## src/rtl/multicycle_controller_if.sv

```systemverilog
// ---------------------------------------------------------------------------
// multicycle_controller_if
//   Bundles the instruction fields, ALU flags and memory handshake going into
//   the multicycle control FSM together with every control strobe and select
//   it drives back into the shared datapath.
//
//   master : datapath / IR side. Drives Cond, Op, Funct, Rd, ALUFlags and
//            MemReady, and observes the control outputs.
//   slave  : controller side. The inverse of master.
//
//   Signals
//     Cond[3:0]  Instr[31:28]        Op[1:0]     Instr[27:26]
//     Funct[5:0] Instr[25:20]        Rd[3:0]     Instr[15:12]
//     ALUFlags   NZCV from the ALU   MemReady    memory done
//     PCWrite AdrSrc MemW IRWrite RegW ResultSrc ALUSrcA ALUSrcB
//     ALUControl ImmSrc RegSrc Undef State(debug)
// ---------------------------------------------------------------------------
interface multicycle_controller_if;
  logic [3:0] Cond;
  logic [1:0] Op;
  logic [5:0] Funct;
  logic [3:0] Rd;
  logic [3:0] ALUFlags;
  logic       MemReady;

  logic       PCWrite;
  logic       AdrSrc;
  logic       MemW;
  logic       IRWrite;
  logic       RegW;
  logic [1:0] ResultSrc;
  logic       ALUSrcA;
  logic [1:0] ALUSrcB;
  logic [1:0] ALUControl;
  logic [1:0] ImmSrc;
  logic [1:0] RegSrc;
  logic       Undef;
  logic [3:0] State;

  modport master (
    output Cond, Op, Funct, Rd, ALUFlags, MemReady,
    input  PCWrite, AdrSrc, MemW, IRWrite, RegW, ResultSrc, ALUSrcA,
           ALUSrcB, ALUControl, ImmSrc, RegSrc, Undef, State
  );

  modport slave (
    input  Cond, Op, Funct, Rd, ALUFlags, MemReady,
    output PCWrite, AdrSrc, MemW, IRWrite, RegW, ResultSrc, ALUSrcA,
           ALUSrcB, ALUControl, ImmSrc, RegSrc, Undef, State
  );
endinterface

```

## src/rtl/multicycle_controller.sv

```systemverilog
// ---------------------------------------------------------------------------
// multicycle_controller
//   Control FSM for a multicycle ARMv4 core. Steps one shared ALU/memory
//   datapath through fetch, decode, execute and writeback, decodes the ALU
//   operation from Funct, evaluates the condition field against an internal
//   NZCV register and gates every architectural write with the result.
//
//   Ports
//     clk    core clock, all state changes on the rising edge
//     rst_n  asynchronous active-low reset (FETCH, flags cleared, strobes low)
//     bus    multicycle_controller_if.slave: instruction fields, ALUFlags,
//            MemReady in; control strobes/selects and debug State out
//
//   Parameters
//     STATE_W  state register width (10 of 16 encodings used)
//
//   Optional feature
//     CTRL_MEM_WAIT_EN  when defined, FETCH, MEMRD and MEMWR hold until
//                       MemReady=1. Undefined: every state lasts one cycle
//                       and MemReady is ignored.
// ---------------------------------------------------------------------------
module multicycle_controller #(
  parameter int STATE_W = 4
) (
  input  logic                    clk,
  input  logic                    rst_n,
  multicycle_controller_if.slave  bus
);

  localparam logic [STATE_W-1:0] S_FETCH  = STATE_W'(0);
  localparam logic [STATE_W-1:0] S_DECODE = STATE_W'(1);
  localparam logic [STATE_W-1:0] S_MEMADR = STATE_W'(2);
  localparam logic [STATE_W-1:0] S_MEMRD  = STATE_W'(3);
  localparam logic [STATE_W-1:0] S_MEMWB  = STATE_W'(4);
  localparam logic [STATE_W-1:0] S_MEMWR  = STATE_W'(5);
  localparam logic [STATE_W-1:0] S_EXECR  = STATE_W'(6);
  localparam logic [STATE_W-1:0] S_EXECI  = STATE_W'(7);
  localparam logic [STATE_W-1:0] S_ALUWB  = STATE_W'(8);
  localparam logic [STATE_W-1:0] S_BRANCH = STATE_W'(9);

  localparam logic [1:0] ALU_ADD = 2'b00;
  localparam logic [1:0] ALU_SUB = 2'b01;
  localparam logic [1:0] ALU_AND = 2'b10;
  localparam logic [1:0] ALU_ORR = 2'b11;

  logic [STATE_W-1:0] state_q, state_d;
  logic [3:0]         flags_q, flags_d;
  logic               cond_ex;
  logic               no_write;
  logic [1:0]         alu_ctrl;
  logic               mem_rdy;
  logic               n_f, z_f, c_f, v_f;

`ifdef CTRL_MEM_WAIT_EN
  assign mem_rdy = bus.MemReady;
`else
  logic unused_mem_ready;
  assign mem_rdy          = 1'b1;
  assign unused_mem_ready = bus.MemReady;
`endif

  assign {n_f, z_f, c_f, v_f} = flags_q;

  // Condition check always uses the registered flags, so an S-instruction's
  // own flag update is already visible to its ALUWB cycle.
  always_comb begin
    cond_ex = 1'b0;
    case (bus.Cond)
      4'b0000: cond_ex = z_f;
      4'b0001: cond_ex = ~z_f;
      4'b0010: cond_ex = c_f;
      4'b0011: cond_ex = ~c_f;
      4'b0100: cond_ex = n_f;
      4'b0101: cond_ex = ~n_f;
      4'b0110: cond_ex = v_f;
      4'b0111: cond_ex = ~v_f;
      4'b1000: cond_ex = c_f & ~z_f;
      4'b1001: cond_ex = ~c_f | z_f;
      4'b1010: cond_ex = (n_f == v_f);
      4'b1011: cond_ex = (n_f != v_f);
      4'b1100: cond_ex = ~z_f & (n_f == v_f);
      4'b1101: cond_ex = z_f | (n_f != v_f);
      4'b1110: cond_ex = 1'b1;
      default: cond_ex = 1'b0;
    endcase
  end

  // ALU operation from Funct[4:1]; only data-processing states decode it,
  // everything else (PC+4, PC+8, address and branch target) is an ADD.
  always_comb begin
    alu_ctrl = ALU_ADD;
    no_write = 1'b0;
    if (state_q inside {S_EXECR, S_EXECI, S_ALUWB}) begin
      case (bus.Funct[4:1])
        4'b0100: alu_ctrl = ALU_ADD;
        4'b0010: alu_ctrl = ALU_SUB;
        4'b0000: alu_ctrl = ALU_AND;
        4'b1100: alu_ctrl = ALU_ORR;
        4'b1010: begin
          alu_ctrl = ALU_SUB;
          no_write = 1'b1;
        end
        default: alu_ctrl = ALU_ADD;
      endcase
    end
  end

  // Flags are captured in the cycle the ALU computes the result. C and V are
  // only meaningful for the arithmetic ops (ADD/SUB, CMP included).
  always_comb begin
    flags_d = flags_q;
    if ((state_q == S_EXECR || state_q == S_EXECI) && cond_ex && bus.Funct[0]) begin
      flags_d[3:2] = bus.ALUFlags[3:2];
      if (!alu_ctrl[1])
        flags_d[1:0] = bus.ALUFlags[1:0];
    end
  end

  always_ff @(posedge clk or negedge rst_n) begin
    if (!rst_n) begin
      state_q <= S_FETCH;
      flags_q <= 4'b0000;
    end else begin
      state_q <= state_d;
      flags_q <= flags_d;
    end
  end

  always_comb begin
    state_d = state_q;
    case (state_q)
      S_FETCH:  if (mem_rdy) state_d = S_DECODE;
      S_DECODE: begin
        case (bus.Op)
          2'b00:   state_d = bus.Funct[5] ? S_EXECI : S_EXECR;
          2'b01:   state_d = S_MEMADR;
          2'b10:   state_d = S_BRANCH;
          default: state_d = S_FETCH;
        endcase
      end
      S_MEMADR: state_d = bus.Funct[0] ? S_MEMRD : S_MEMWR;
      S_MEMRD:  if (mem_rdy) state_d = S_MEMWB;
      S_MEMWB:  state_d = S_FETCH;
      S_MEMWR:  if (mem_rdy) state_d = S_FETCH;
      S_EXECR:  state_d = S_ALUWB;
      S_EXECI:  state_d = S_ALUWB;
      S_ALUWB:  state_d = S_FETCH;
      S_BRANCH: state_d = S_FETCH;
      default:  state_d = S_FETCH;
    endcase
  end

  // Strobes are forced low while rst_n is asserted because the reset state
  // (FETCH) would otherwise load PC and IR.
  always_comb begin
    logic pc_write, mem_w, ir_write, reg_w, undef;
    pc_write       = 1'b0;
    mem_w          = 1'b0;
    ir_write       = 1'b0;
    reg_w          = 1'b0;
    undef          = 1'b0;
    bus.AdrSrc     = 1'b0;
    bus.ResultSrc  = 2'b00;
    bus.ALUSrcA    = 1'b0;
    bus.ALUSrcB    = 2'b00;
    case (state_q)
      S_FETCH: begin
        ir_write      = mem_rdy;
        pc_write      = mem_rdy;
        bus.ALUSrcA   = 1'b1;
        bus.ALUSrcB   = 2'b10;
        bus.ResultSrc = 2'b10;
      end
      S_DECODE: begin
        bus.ALUSrcA = 1'b1;
        bus.ALUSrcB = 2'b10;
        undef       = (bus.Op == 2'b11);
      end
      S_MEMADR: bus.ALUSrcB = 2'b01;
      S_MEMRD:  bus.AdrSrc  = 1'b1;
      S_MEMWB: begin
        bus.ResultSrc = 2'b01;
        reg_w         = cond_ex;
      end
      S_MEMWR: begin
        bus.AdrSrc = 1'b1;
        mem_w      = cond_ex;
      end
      S_EXECR:  bus.ALUSrcB = 2'b00;
      S_EXECI:  bus.ALUSrcB = 2'b01;
      S_ALUWB: begin
        reg_w    = cond_ex & ~no_write;
        pc_write = cond_ex & ~no_write & (bus.Rd == 4'd15);
      end
      S_BRANCH: begin
        bus.ALUSrcB   = 2'b01;
        bus.ResultSrc = 2'b10;
        pc_write      = cond_ex;
      end
      default: ;
    endcase
    bus.PCWrite    = rst_n & pc_write;
    bus.MemW       = rst_n & mem_w;
    bus.IRWrite    = rst_n & ir_write;
    bus.RegW       = rst_n & reg_w;
    bus.Undef      = rst_n & undef;
    bus.ALUControl = alu_ctrl;
    bus.ImmSrc     = bus.Op;
    bus.RegSrc     = {bus.Op == 2'b01, bus.Op == 2'b10};
    bus.State      = state_q;
  end

endmodule

```

## src/flat_wrapper.sv

```systemverilog
// flat-port wrapper written by rule: the top's interface ports become plain ports
module multicycle_controller_flat 
#(
  parameter int STATE_W = 4
)
  (clk, rst_n, bus_Cond, bus_Op, bus_Funct, bus_Rd, bus_ALUFlags, bus_MemReady, bus_PCWrite, bus_AdrSrc, bus_MemW, bus_IRWrite, bus_RegW, bus_ResultSrc, bus_ALUSrcA, bus_ALUSrcB, bus_ALUControl, bus_ImmSrc, bus_RegSrc, bus_Undef, bus_State);
  multicycle_controller_if bus_i ();
  input  logic clk;
  input  logic rst_n;
  input wire logic [$bits(bus_i.Cond)-1:0] bus_Cond;
  input wire logic [$bits(bus_i.Op)-1:0] bus_Op;
  input wire logic [$bits(bus_i.Funct)-1:0] bus_Funct;
  input wire logic [$bits(bus_i.Rd)-1:0] bus_Rd;
  input wire logic [$bits(bus_i.ALUFlags)-1:0] bus_ALUFlags;
  input wire logic [$bits(bus_i.MemReady)-1:0] bus_MemReady;
  output wire logic [$bits(bus_i.PCWrite)-1:0] bus_PCWrite;
  output wire logic [$bits(bus_i.AdrSrc)-1:0] bus_AdrSrc;
  output wire logic [$bits(bus_i.MemW)-1:0] bus_MemW;
  output wire logic [$bits(bus_i.IRWrite)-1:0] bus_IRWrite;
  output wire logic [$bits(bus_i.RegW)-1:0] bus_RegW;
  output wire logic [$bits(bus_i.ResultSrc)-1:0] bus_ResultSrc;
  output wire logic [$bits(bus_i.ALUSrcA)-1:0] bus_ALUSrcA;
  output wire logic [$bits(bus_i.ALUSrcB)-1:0] bus_ALUSrcB;
  output wire logic [$bits(bus_i.ALUControl)-1:0] bus_ALUControl;
  output wire logic [$bits(bus_i.ImmSrc)-1:0] bus_ImmSrc;
  output wire logic [$bits(bus_i.RegSrc)-1:0] bus_RegSrc;
  output wire logic [$bits(bus_i.Undef)-1:0] bus_Undef;
  output wire logic [$bits(bus_i.State)-1:0] bus_State;
  assign bus_i.Cond = bus_Cond;
  assign bus_i.Op = bus_Op;
  assign bus_i.Funct = bus_Funct;
  assign bus_i.Rd = bus_Rd;
  assign bus_i.ALUFlags = bus_ALUFlags;
  assign bus_i.MemReady = bus_MemReady;
  assign bus_PCWrite = bus_i.PCWrite;
  assign bus_AdrSrc = bus_i.AdrSrc;
  assign bus_MemW = bus_i.MemW;
  assign bus_IRWrite = bus_i.IRWrite;
  assign bus_RegW = bus_i.RegW;
  assign bus_ResultSrc = bus_i.ResultSrc;
  assign bus_ALUSrcA = bus_i.ALUSrcA;
  assign bus_ALUSrcB = bus_i.ALUSrcB;
  assign bus_ALUControl = bus_i.ALUControl;
  assign bus_ImmSrc = bus_i.ImmSrc;
  assign bus_RegSrc = bus_i.RegSrc;
  assign bus_Undef = bus_i.Undef;
  assign bus_State = bus_i.State;
  multicycle_controller #(.STATE_W(STATE_W)) u_core (.clk(clk), .rst_n(rst_n), .bus(bus_i));
endmodule
```

## config.mk

```make
export PLATFORM = sky130hd
export DESIGN_NAME = multicycle_controller_flat
export DESIGN_NICKNAME = d
export VERILOG_FILES = /design/src/rtl/multicycle_controller_if.sv /design/src/rtl/multicycle_controller.sv /design/src/flat_wrapper.sv
export SDC_FILE = /design/constraint.sdc
export NUM_CORES = 1
export LEC_CHECK = 0
export BUFFER_PORTS_ARGS = -buffer_cell sky130_fd_sc_hd__buf_2
export CAP_MARGIN = 0
export CORE_MARGIN = 2
export CORE_UTILIZATION = 47
export CTS_BUF_LIST = sky130_fd_sc_hd__clkbuf_8
export CTS_CLUSTER_SIZE = 30
export DETAILED_ROUTE_END_ITERATION = 8
export HOLD_SLACK_MARGIN = 0.08
export PLACE_DENSITY = 0.87
export SLEW_MARGIN = 20
export SYNTH_ARGS = -nofsm -noshare
export SYNTH_HDL_FRONTEND = slang
export SYNTH_SLANG_ARGS = --single-unit
export TNS_END_PERCENT = 5
```

## constraint.sdc

```tcl
create_clock -name clk -period 2.39 [get_ports clk]
set_input_delay 0.1195 -clock clk [delete_from_list [all_inputs] [get_ports clk]]
set_output_delay 0.1195 -clock clk [all_outputs]
set_load 0.01 [all_outputs]
```

== Word-level counts from Yosys, hierarchy flattened ==
Cells that the tools add are included.
Storage, ports and cells
  register bits after elaboration: 8
  output and inout bits: 21
  logic and storage cells: 85
Cells by class
  eq/ne operators: 32
  muxes and demuxes: 18
  bitwise operators: 17
  reductions and logical operators: 15
Operators with widths (count)
  equality test 4 bit (second input constant): 12
  equality test 4 x 3 -> 1 bit (second input constant): 8
  equality test 4 x 2 -> 1 bit (second input constant): 5
  case mux 4 bit (5 select lines): 1
  case mux 1 bit (15 select lines): 1
  logical NOT 4 bit: 3
  case mux 4 bit (3 select lines): 1
  OR reduction 2 bit: 5
  AND 1 bit: 9
  equality test 4 x 1 -> 1 bit (second input constant): 2
  two-way mux 1 bit: 8
  case mux 2 bit (2 select lines): 2
  NOT 1 bit: 6
  case mux 2 bit (3 select lines): 1
  equality test 2 bit (second input constant): 2
  two-way mux 3 bit: 1
  case mux 1 bit (3 select lines): 1
  nonzero test 3 bit: 1
  OR reduction 3 bit: 1
  equality test 2 x 1 -> 1 bit (second input constant): 1
  logical AND 1 bit: 2
  logical NOT 2 bit: 1
  two-way mux 2 bit: 1
  OR 1 bit: 2
  other kinds (5): 5

== Logic depth before layout (Yosys ltp) ==
Gate-level depths: netlist of run 1.
  depth after elaboration: 8
  mapped depth: 6
  mapped depth without buffers: 5

== Least setup slack after synthesis of run 1 ==
OpenSTA, ideal clock, no wires.
  kind: flip-flop to flip-flop
  start point: register u_core.state_q[2], in the netlist u_core.bus.State[2]
  end point: register u_core.flags_q[0]
  setup time: 0.125 ns
  arrival: 1.985 ns
  path slack: 0.280 ns
  cell stages (with the launch flop): 7
  path buffers: 1
  path through: dfrtp_1 buf_6 or4b_4 a2111oi_4 nor2b_2 o31ai_2 mux2_4
On the way
  word-level cells in the longest chain between the ends: 5
  elaborated cells between the ends (all ways): 10
  classes of those cells: 3 x eq/ne; 1 x mux; 1 x bitwise; 5 x reduce/logical
Ends and longest elaborated chain
  from (decl): RTL line multicycle_controller.sv:46  | logic [STATE_W-1:0] state_q, state_d;
  from (signal assigned): RTL line multicycle_controller.sv:124  | state_q <= state_d;
  equality test 4 x 3 -> 1 bit or equality test 4 bit (tied branches): RTL line multicycle_controller.sv:93  | if (state_q inside {S_EXECR, S_EXECI, S_ALUWB}) begin
  nonzero test 3 bit *: RTL line multicycle_controller.sv:93
  two-way mux 2 bit *: RTL line multicycle_controller.sv:93
  named net bus_ALUControl[1]: RTL line flat_wrapper.sv:24  | output wire logic [$bits(bus_i.ALUControl)-1:0] bus_ALUControl;
  NOT 1 bit (no source line) *
  AND reduction 2 bit (no source line) *
  to (signal assigned): RTL line multicycle_controller.sv:125  | flags_q <= flags_d;
  to (decl): RTL line multicycle_controller.sv:47  | logic [3:0] flags_q, flags_d;
The timed path passes the listed nets; every way through them passes the cells marked *.
A chain may end at the register's enable or synchronous reset.

== Worst setup path after layout of run 1 ==
  start point: register u_core.state_q[3], in the netlist u_core.bus.State[3]
  end point: register u_core.flags_q[0]
On the way
  word-level cells in the longest chain between the ends: 5
  elaborated cells between the ends (all ways): 10
  classes of those cells: 3 x eq/ne; 1 x mux; 1 x bitwise; 5 x reduce/logical
Ends and longest elaborated chain (RTL line)
  equality test 4 x 3 -> 1 bit or equality test 4 bit (tied branches): multicycle_controller.sv:93, multicycle_controller.sv:112
  nonzero test 3 bit or logical OR 1 bit (tied branches): multicycle_controller.sv:93, multicycle_controller.sv:112
  two-way mux 2 bit or logical AND 1 bit (tied branches): multicycle_controller.sv:93, multicycle_controller.sv:112
  NOT 1 bit (no source line) or logical AND 1 bit (tied branches)
  AND reduction 2 bit (no source line) *
Mark *: on every way between the ends. The rest lies on a longest branch, timed or not.

==> results of run 1 <==
==> sequential cells by signal, summed over array words and instances (netlist names) <==
register	flops
u_core.bus.State	4
u_core.flags_q	4
==> path summary, 6_finish.rpt <==
path | start | end | slack, ns
setup / recovery | u_core.bus.State[3] | u_core.flags_q[0] | 0.27
hold / removal | bus_ALUFlags[0] | u_core.flags_q[0] | 0.13
setup reg to reg | u_core.bus.State[3] | u_core.flags_q[0] | 0.27
hold reg to reg | u_core.flags_q[0] | u_core.flags_q[0] | 0.59
max in group asynchronous | rst_n | u_core.bus.State[0] | 1.85
min in group asynchronous | rst_n | u_core.flags_q[0] | 0.34
==> routing by layer <==
layer / vias to the layer above / routed length (um)
li1: 465 / -
met2: 36 / 1090
met3: 4 / 115
met1: 463 / 1020
met4: 0 / 23
met5: - / 0
==> power breakdown <==
| part | switching [mW] | internal [mW] |
|---|---|---|
| clock | 0.0497 | 0.109 |
| combinational | 0.423 | 0.338 |
| sequential | 0.0682 | 0.191 |
==> area by class of cell <==
cell class	instances	area [um^2]
Inverter	2	7.51
Multi-Input combinational cell	87	612
Sequential cell	8	200
Clock buffer	3	41.3
Fill cell	142	611
Timing Repair Buffer	46	243
Tap cell	25	31.3
==> cells by family after synthesis <==
logic type      Yosys count  share of synthesized area [%]
compound gates           21                           20.7
xor+xnor                  5                           5.01
buf+inv                  11                           7.15
flops                     8                           22.9
mux                       7                           9.73
simple gates             54                           34.5
==> cells in the final DEF (no fill, tap or decap), types with 2 or more instances in the layout <==
cell type   n
nor2_1     14
a21oi_1     5
inv_1       2
nand2_1     8
buf_2      42
buf_4       3
clkbuf_8    3
nor4bb_1    2
mux2_4      2
xnor2_1     2
mux2_2      4
nor3b_1     2
nor3_1      5
nand3_1     3
xor2_1      3
dfrtp_1     8
o32a_1      2
nand2b_1    6
nand3b_1    2
o21ai_0     2
nor2b_1     3
==> metrics by stage <==
stage | setup WS (ns) | hold WS [ns] | cells
finish | 0.271 | 0.129 | 171
detailed placement | 0.306 | -0.00513 | 167
global route | 0.202 | 0.125 | 171
CTS | 0.286 | 0.125 | 171
floorplan | 0.280 | -0.176 | 106
global placement | 0.381 | -0.0140 | 167
==> repair_timing <==
item                      in CTS  in global routing
hold buffers                   1                  0
gates resized for setup        0                  0
hold endpoints to repair       8                  0
buffers inserted               0                  0
==> flow_metrics.py, run 1 <==
metrics = {
    "status": {
        "status": "finished, final reports clean",
    },
    "logic_synthesis": {
        "yosysMostFrequentCell": "nor2_1",
        "synth.distinct_cells": 44,
        "syn_area_per_cell_um2": 8.25,
        "yosys_warnings": 0,
        "ys_ff_latch": 8,
        "synth-seq-area-share_pct": 22.9,
        "ys_top_cells_by_area": "dfrtp_1 23%, nor2_1 6.0%, mux2_2 5.2%, nand2b_1 4.3%, mux2_4 3.4%",
        "synthTopCellsByCount": "14 x nor2_1, 8 x dfrtp_1, 8 x nand2_1",
        "synth_area_um2": 875,
        "syn_inst": 106,
        "synth_top_area_share_pct": 22.9,
        "synth_ff_type": "dfrtp_1",
        "synth-edff-count": 0,
        "synth_top_cell_by_area": "dfrtp_1",
        "syn_nets": 129,
        "synthArstFlopShare_pct": 100,
    },
    "pwr": {
        "leakagePower_nw": 0.542,
        "p_total_mw": 1.18,
        "ir_worst_vdd_mv": 0.730,
        "p_per_area_nw_per_um2": 1040,
    },
    "clock_tree": {
        "numCtsBuffers": 3,
        "clkSinkCount": 8,
        "clockBufferDepth": 2,
        "htree_levels": 1,
        "root_buffer": "clkbuf_8",
        "clkTransAtPathRegs_ns": 0.04,
        "insertion_delay_ns": 0.23,
        "cts_tree": "built",
    },
    "sta": {
        "hold_violations": 0,
        "max_freq_ghz": 0.472,
        "tns_ns": 0,
        "drv_slew": 0,
        "skew_ns": 0.00328,
        "slew_headroom_pct": 75.1,
        "worstMarginPinSlew_ns": 0.368,
        "fin_crit_ns": 2.12,
        "setup_viol": 0,
        "post-route-period-util_pct": 88.6,
        "grt_setup_unrepaired": "no",
    },
    "global_route": {
        "busiest_layer": "met2",
        "grt_util_met1_pct": 26.4,
        "grt_util_met2_pct": 36.2,
        "grt_pass1_wl_mm": 3.39,
        "grt_overflow": 0,
        "grt_max_degree": 13,
        "grtUsageMet3_pct": 5.77,
        "grt_pass1_vias": 818,
        "track_usage_pct": 21.3,
        "antenna_found_initial": 0,
    },
    "min_path": {
        "worstHoldPathType": "input port to flip-flop",
        "min_path_cells": 2,
    },
    "critical_path": {
        "path_cells": "or4b_4 > a2111oi_4 > nor2b_2 > o31ai_2 > mux2_4",
        "start_kind": "flip-flop",
        "end_kind": "flip-flop",
        "crit_fanout": 11,
        "cp.arrival_ns": 2.23,
        "max_stage_delay_ns": 0.54,
        "path_buf_inv": 0,
        "r2r_cells": 5,
        "critical_path_depth": 5,
        "crit_type": "flip-flop to flip-flop",
        "slowest_stage": "or4b_4",
        "worstPathRequired_ns": 2.50,
        "worst_path_dominant_cell_family": "simple AND/OR/NAND/NOR gates",
    },
    "detailed_routing": {
        "via_per_inst": 5.66,
        "wire_per_inst_um": 13.2,
        "dr.pass1.iters": 4,
        "drtIter0Drc": 25,
        "postRouteAntennaNets": 0,
        "vias": 968,
        "route.detailed.drc": 0,
        "routed_wl_mm": 2.25,
    },
    "layout": {
        "antennaDiodeCount": 0,
        "fin_nets": 171,
        "final_area_um2": 1130,
        "fin_util_pct": 65.0,
        "areaGrowthSynthToFinish_pct": 29.8,
        "drive_gt1_share_pct": 41.8,
    },
    "floorplanning": {
        "dieArea_um2": 2220,
        "start_util_pct": 50.1,
        "core_area_um2": 1750,
        "die_w_um": 47.1,
        "die_h_um": 47.1,
        "rows": 15,
        "ios": 44,
    },
    "placed_design": {
        "port-buffer-count": 42,
        "dp_hpwl_mm": 1.70,
        "dpl_cell_area_um2": 1080,
        "place.gp.congestion": 0.850,
    },
    "job": {
        "max_cap_violations": 0,
    },
}
Note: power is estimated with default switching activity, not from simulation.
==> run 2, diff against run 1 <==
--- a/config.mk
+++ b/config.mk
@@ -15,3 +15,4 @@
 export HOLD_SLACK_MARGIN = 0.08
-export PLACE_DENSITY = 0.87
+export PLACE_DENSITY = 0.88
+export SKIP_CTS_REPAIR_TIMING = 1
 export SLEW_MARGIN = 20
==> constraint.sdc (replaced) <==
create_clock -name clk -period 2.39 [get_ports clk]
set_input_delay 0.239 -clock clk [delete_from_list [all_inputs] [get_ports clk]]
set_output_delay 0.239 -clock clk [all_outputs]
set_load 0.01 [all_outputs]
==> flow_metrics.py, run 2 (synthesis results as in run 1) <==
metrics = {
    "pwr": {
        "p_seq_share_pct": 21.7,
        "clkPwrFrac_pct": 13.7,
        "p_sw_share_pct": 46.1,
        "power.switching_mw": 0.547,
        "leakagePower_nw": 0.542,
        "ir_worst_vdd_mv": 0.630,
        "combPwrFrac_pct": 64.6,
        "power.internal_mw": 0.638,
        "p_per_area_nw_per_um2": 1040,
    },
    "status": {
        "status": "finished, final reports clean",
    },
    "sta": {
        "hold_slack_ns": 0.236,
        "skew_ns": 0.00450,
        "max_freq_ghz": 0.461,
        "hold_violations": 0,
        "final.setup.worst_slack_ns": 0.223,
        "drv_slew": 0,
        "slew_headroom_pct": 71.4,
        "worstMarginPinSlew_ns": 0.426,
        "post-route-period-util_pct": 90.7,
        "tns_ns": 0,
        "setup_viol": 0,
        "grt_setup_unrepaired": "no",
        "fin_crit_ns": 2.17,
    },
    "global_route": {
        "antenna_found_initial": 0,
        "grt_pass1_vias": 808,
        "track_usage_pct": 21.5,
        "grt_overflow": 0,
        "grt_pass1_wl_mm": 3.31,
        "grt_max_degree": 13,
    },
    "job": {
        "max_cap_violations": 0,
    },
    "detailed_routing": {
        "dr.pass1.iters": 4,
        "via_per_inst": 5.61,
        "routed_wl_mm": 2.24,
        "wire_per_inst_um": 13.1,
        "route.detailed.drc": 0,
        "vias": 960,
        "postRouteAntennaNets": 0,
        "drtIter0Drc": 27,
    },
    "critical_path": {
        "reg2reg_slack_ns": 0.31,
        "critical_path_depth": 6,
        "max_stage_delay_ns": 0.44,
        "r2r_cells": 5,
        "crit_type": "flip-flop to output pin",
        "worst_path_dominant_cell_family": "compound AO/OA/AOI/OAI gates",
        "worstPathRequired_ns": 2.15,
        "crit_fanout": 6,
        "startpoint": "u_core.flags_q[3]",
        "start_kind": "flip-flop",
        "endpoint": "bus_PCWrite",
        "path_cells": "xnor2_1 > o32a_1 > a41oi_2 > nor3_1 > a21oi_1 > buf_2",
        "worst_r2r_endpoint": "u_core.flags_q[1]",
        "end_kind": "output pin",
        "path_buf_inv": 1,
        "cp.arrival_ns": 1.93,
        "r2r-start": "u_core.bus.State[3]",
        "slowest_stage": "dfrtp_1",
    },
    "floorplanning": {
        "dieArea_um2": 2220,
        "rows": 15,
        "ios": 44,
        "start_util_pct": 50.1,
        "die_h_um": 47.1,
        "die_w_um": 47.1,
        "core_area_um2": 1750,
    },
    "clock_tree": {
        "cts_tree": "built",
        "clockBufferDepth": 2,
        "numCtsBuffers": 3,
        "clkSinkCount": 8,
        "root_buffer": "clkbuf_8",
        "htree_levels": 1,
        "insertion_delay_ns": 0.23,
        "clkTransAtPathRegs_ns": 0.04,
    },
    "placed_design": {
        "place.gp.congestion": 0.823,
        "place_ws_ns": 0.339,
        "dp_hpwl_mm": 1.74,
        "dp.cells": 167,
        "port-buffer-count": 42,
    },
    "min_path": {
        "worstHoldPathType": "input port to flip-flop",
    },
    "layout": {
        "final_cells": 171,
        "areaGrowthSynthToFinish_pct": 29.8,
        "antennaDiodeCount": 0,
        "drive_gt1_share_pct": 41.8,
        "fin_nets": 171,
        "final_common_cell": "buf_2",
        "fin_util_pct": 65.0,
        "final_cell_mix": "42 x buf_2, 14 x nor2_1, 8 x nand2_1, 8 x dfrtp_1, 6 x nand2b_1",
    },
}
==> run 2: cell counts in the layout (fill, tap and decap cells not counted) <==
Identical to the previous run, type by type.
==> run 2: how the worst min path moves through the flow <==
stage	from	end	slack, ns	depth (start not counted)
2_1_floorplan	rst_n	u_core.bus.State[0]	-0.06	0
3_3_place_gp	rst_n	u_core.bus.State[0]	0.11	1
3_5_place_dp	rst_n	u_core.bus.State[0]	0.11	1
4_1_cts	rst_n	u_core.bus.State[2]	-0.14	1
5_1_grt	bus_ALUFlags[0]	u_core.flags_q[0]	0.24	2
6_report	bus_ALUFlags[0]	u_core.flags_q[0]	0.24	2
==> run 2: power by group through the flow <==
stage | combinational, mW | sequential [mW] | clock (mW)
final | 0.765 | 0.258 | 0.162
after global routing | 0.835 | 0.264 | 0.176
after CTS | 0.761 | 0.255 | 0.162
after detailed placement | 0.759 | 0.257 | 0
after global placement | 0.733 | 0.250 | 0
after floorplan | 0.520 | 0.254 | 0
==> run 2: worst reg2reg max path: stages (launching register included) <==
cell and delay, ns:
dfrtp_1 0.50, or4b_4 0.53, a2111oi_4 0.42, nor2b_2 0.08, o31ai_2 0.10, mux2_4 0.34
==> run 2: layout make-up <==
cell class,count,area (um^2)
multi-input cells,87,612
inverters,2,7.51
repair buffers,46,243
clock buffers,3,41.3
flip-flops and latches,8,200
fillers,138,611
well taps,25,31.3
==> run 2: layer usage <==
layer	global-route usage (%)	wire, um	share of wire [%]
met2	37.0	1090	49
met4	6.67	32	1.4
met1	24.6	960	43
met5	0	0	0
met3	8.46	160	7.1
==> run 2: through the flow <==
step,area [um^2],total power [mW]
floorplan,875,0.774
global placement,1080,0.984
detailed placement,1080,1.02
CTS,1120,1.18
global route,1130,1.27
finish,1130,1.18
==> run 3, diff against run 2 <==
- REMOVE_ABC_BUFFERS: unset -> 1
==> flow_metrics.py, run 3 (synthesis results as in run 1) <==
metrics = {
    "critical_path": {
        "end_kind": "output pin",
        "start_kind": "flip-flop",
        "slowest_stage": "or3b_2",
        "crit_fanout": 5,
        "cp.arrival_ns": 1.93,
        "r2r-start": "u_core.bus.State[3]",
        "path_cells": "or3b_2 > a41oi_2 > nor3_1 > nor3_1 > buf_2",
        "crit_type": "flip-flop to output pin",
        "worstPathRequired_ns": 2.15,
        "path_buf_inv": 1,
        "worst_r2r_endpoint": "u_core.flags_q[0]",
        "reg2reg_slack_ns": 0.31,
        "critical_path.most_common_cell": "nor3_1",
        "startpoint": "u_core.flags_q[1]",
        "r2r_cells": 5,
        "max_stage_delay_ns": 0.49,
        "worst_path_dominant_cell_family": "simple AND/OR/NAND/NOR gates",
    },
    "layout": {
        "final_common_cell": "buf_2",
        "fin_util_pct": 64.6,
        "antennaDiodeCount": 0,
        "final_cell_mix": "42 x buf_2, 14 x nor2_1, 8 x nand2_1, 8 x dfrtp_1, 6 x nand2b_1",
        "areaGrowthSynthToFinish_pct": 28.9,
        "fin_nets": 170,
        "drive_gt1_share_pct": 41.4,
        "final_cells": 170,
    },
    "sta": {
        "worstMarginPinSlew_ns": 0.417,
        "tns_ns": 0,
        "drv_slew": 0,
        "slew_headroom_pct": 72.0,
        "fin_crit_ns": 2.17,
        "final.setup.worst_slack_ns": 0.225,
        "hold_violations": 0,
        "grt_setup_unrepaired": "no",
        "skew_ns": 0.000304,
        "setup_viol": 0,
        "max_freq_ghz": 0.462,
        "post-route-period-util_pct": 90.6,
    },
    "floorplanning": {
        "core_area_um2": 1750,
        "dieArea_um2": 2220,
        "die_w_um": 47.1,
        "die_h_um": 47.1,
        "rows": 15,
        "start_util_pct": 50.1,
        "ios": 44,
    },
    "min_path": {
        "hold_end": "u_core.flags_q[1]",
        "min_from": "bus_ALUFlags[1]",
        "min_path_cells": 2,
        "worstHoldPathType": "input port to flip-flop",
    },
    "detailed_routing": {
        "route.detailed.drc": 0,
        "drtIter0Drc": 14,
        "postRouteAntennaNets": 0,
        "dr.pass1.iters": 4,
        "routed_wl_mm": 2.28,
        "via_per_inst": 5.61,
        "vias": 953,
        "wire_per_inst_um": 13.4,
    },
    "clock_tree": {
        "clkTransAtPathRegs_ns": 0.04,
        "insertion_delay_ns": 0.23,
        "cts_tree": "built",
        "root_buffer": "clkbuf_8",
        "numCtsBuffers": 3,
        "htree_levels": 1,
        "clkSinkCount": 8,
        "clockBufferDepth": 2,
    },
    "global_route": {
        "antenna_found_initial": 0,
        "grt_max_degree": 13,
        "grt_pass1_wl_mm": 3.75,
        "track_usage_pct": 23.6,
        "grt_overflow": 0,
        "grt_pass1_vias": 926,
    },
    "placed_design": {
        "port-buffer-count": 42,
        "dp_hpwl_mm": 1.82,
        "dp.cells": 166,
        "place.gp.congestion": 0.809,
        "place_ws_ns": 0.310,
    },
    "pwr": {
        "ir_worst_vdd_mv": 0.565,
        "leakagePower_nw": 0.537,
        "p_per_area_nw_per_um2": 1030,
    },
    "job": {
        "max_cap_violations": 0,
    },
    "status": {
        "status": "finished, final reports clean",
    },
}
run 3: how the worst max path moves through the flow:
stage	cells after the start	slack, ns	endpoint
6_report	5	0.22	bus_MemW
4_1_cts	5	0.21	bus_MemW
5_1_grt	6	0.07	bus_PCWrite
2_1_floorplan	5	0.23	u_core.flags_q[0]
3_3_place_gp	5	0.33	u_core.flags_q[0]
3_5_place_dp	5	0.31	u_core.flags_q[0]
run 3: metrics by stage:
step           hold WS, ns  total power [mW]  cell area, um^2
2_1_floorplan      -0.0566             0.723              820
4_1_cts             -0.124              1.17             1120
3_5_place_dp         0.117              1.00             1080
3_3_place_gp         0.109             0.969             1080
5_1_grt              0.246              1.27             1130
6_report             0.244              1.16             1130
run 3: area by class of cell:
cell class                      count  area (um^2)
Tap cell                           25         31.3
Multi-Input combinational cell     87          612
Timing Repair Buffer               45          235
Clock buffer                        3         41.3
Inverter                            2         7.51
Fill cell                         162          618
Sequential cell                     8          200
run 3: power by group:
| group | leakage, nW | switching, mW | internal, mW |
|---|---|---|---|
| combinational | 0.411 | 0.403 | 0.327 |
| sequential | 0.104 | 0.0841 | 0.191 |
| clock | 0.0216 | 0.0506 | 0.109 |
run 3: per-layer routing:
layer	track usage [%]	vias to the layer above	part of all wire [%]
met3	5.38	2	8.0
met2	45.8	49	53
met4	5.00	0	0.44
li1	-	461	-
met1	25.7	441	39
met5	0	-	0
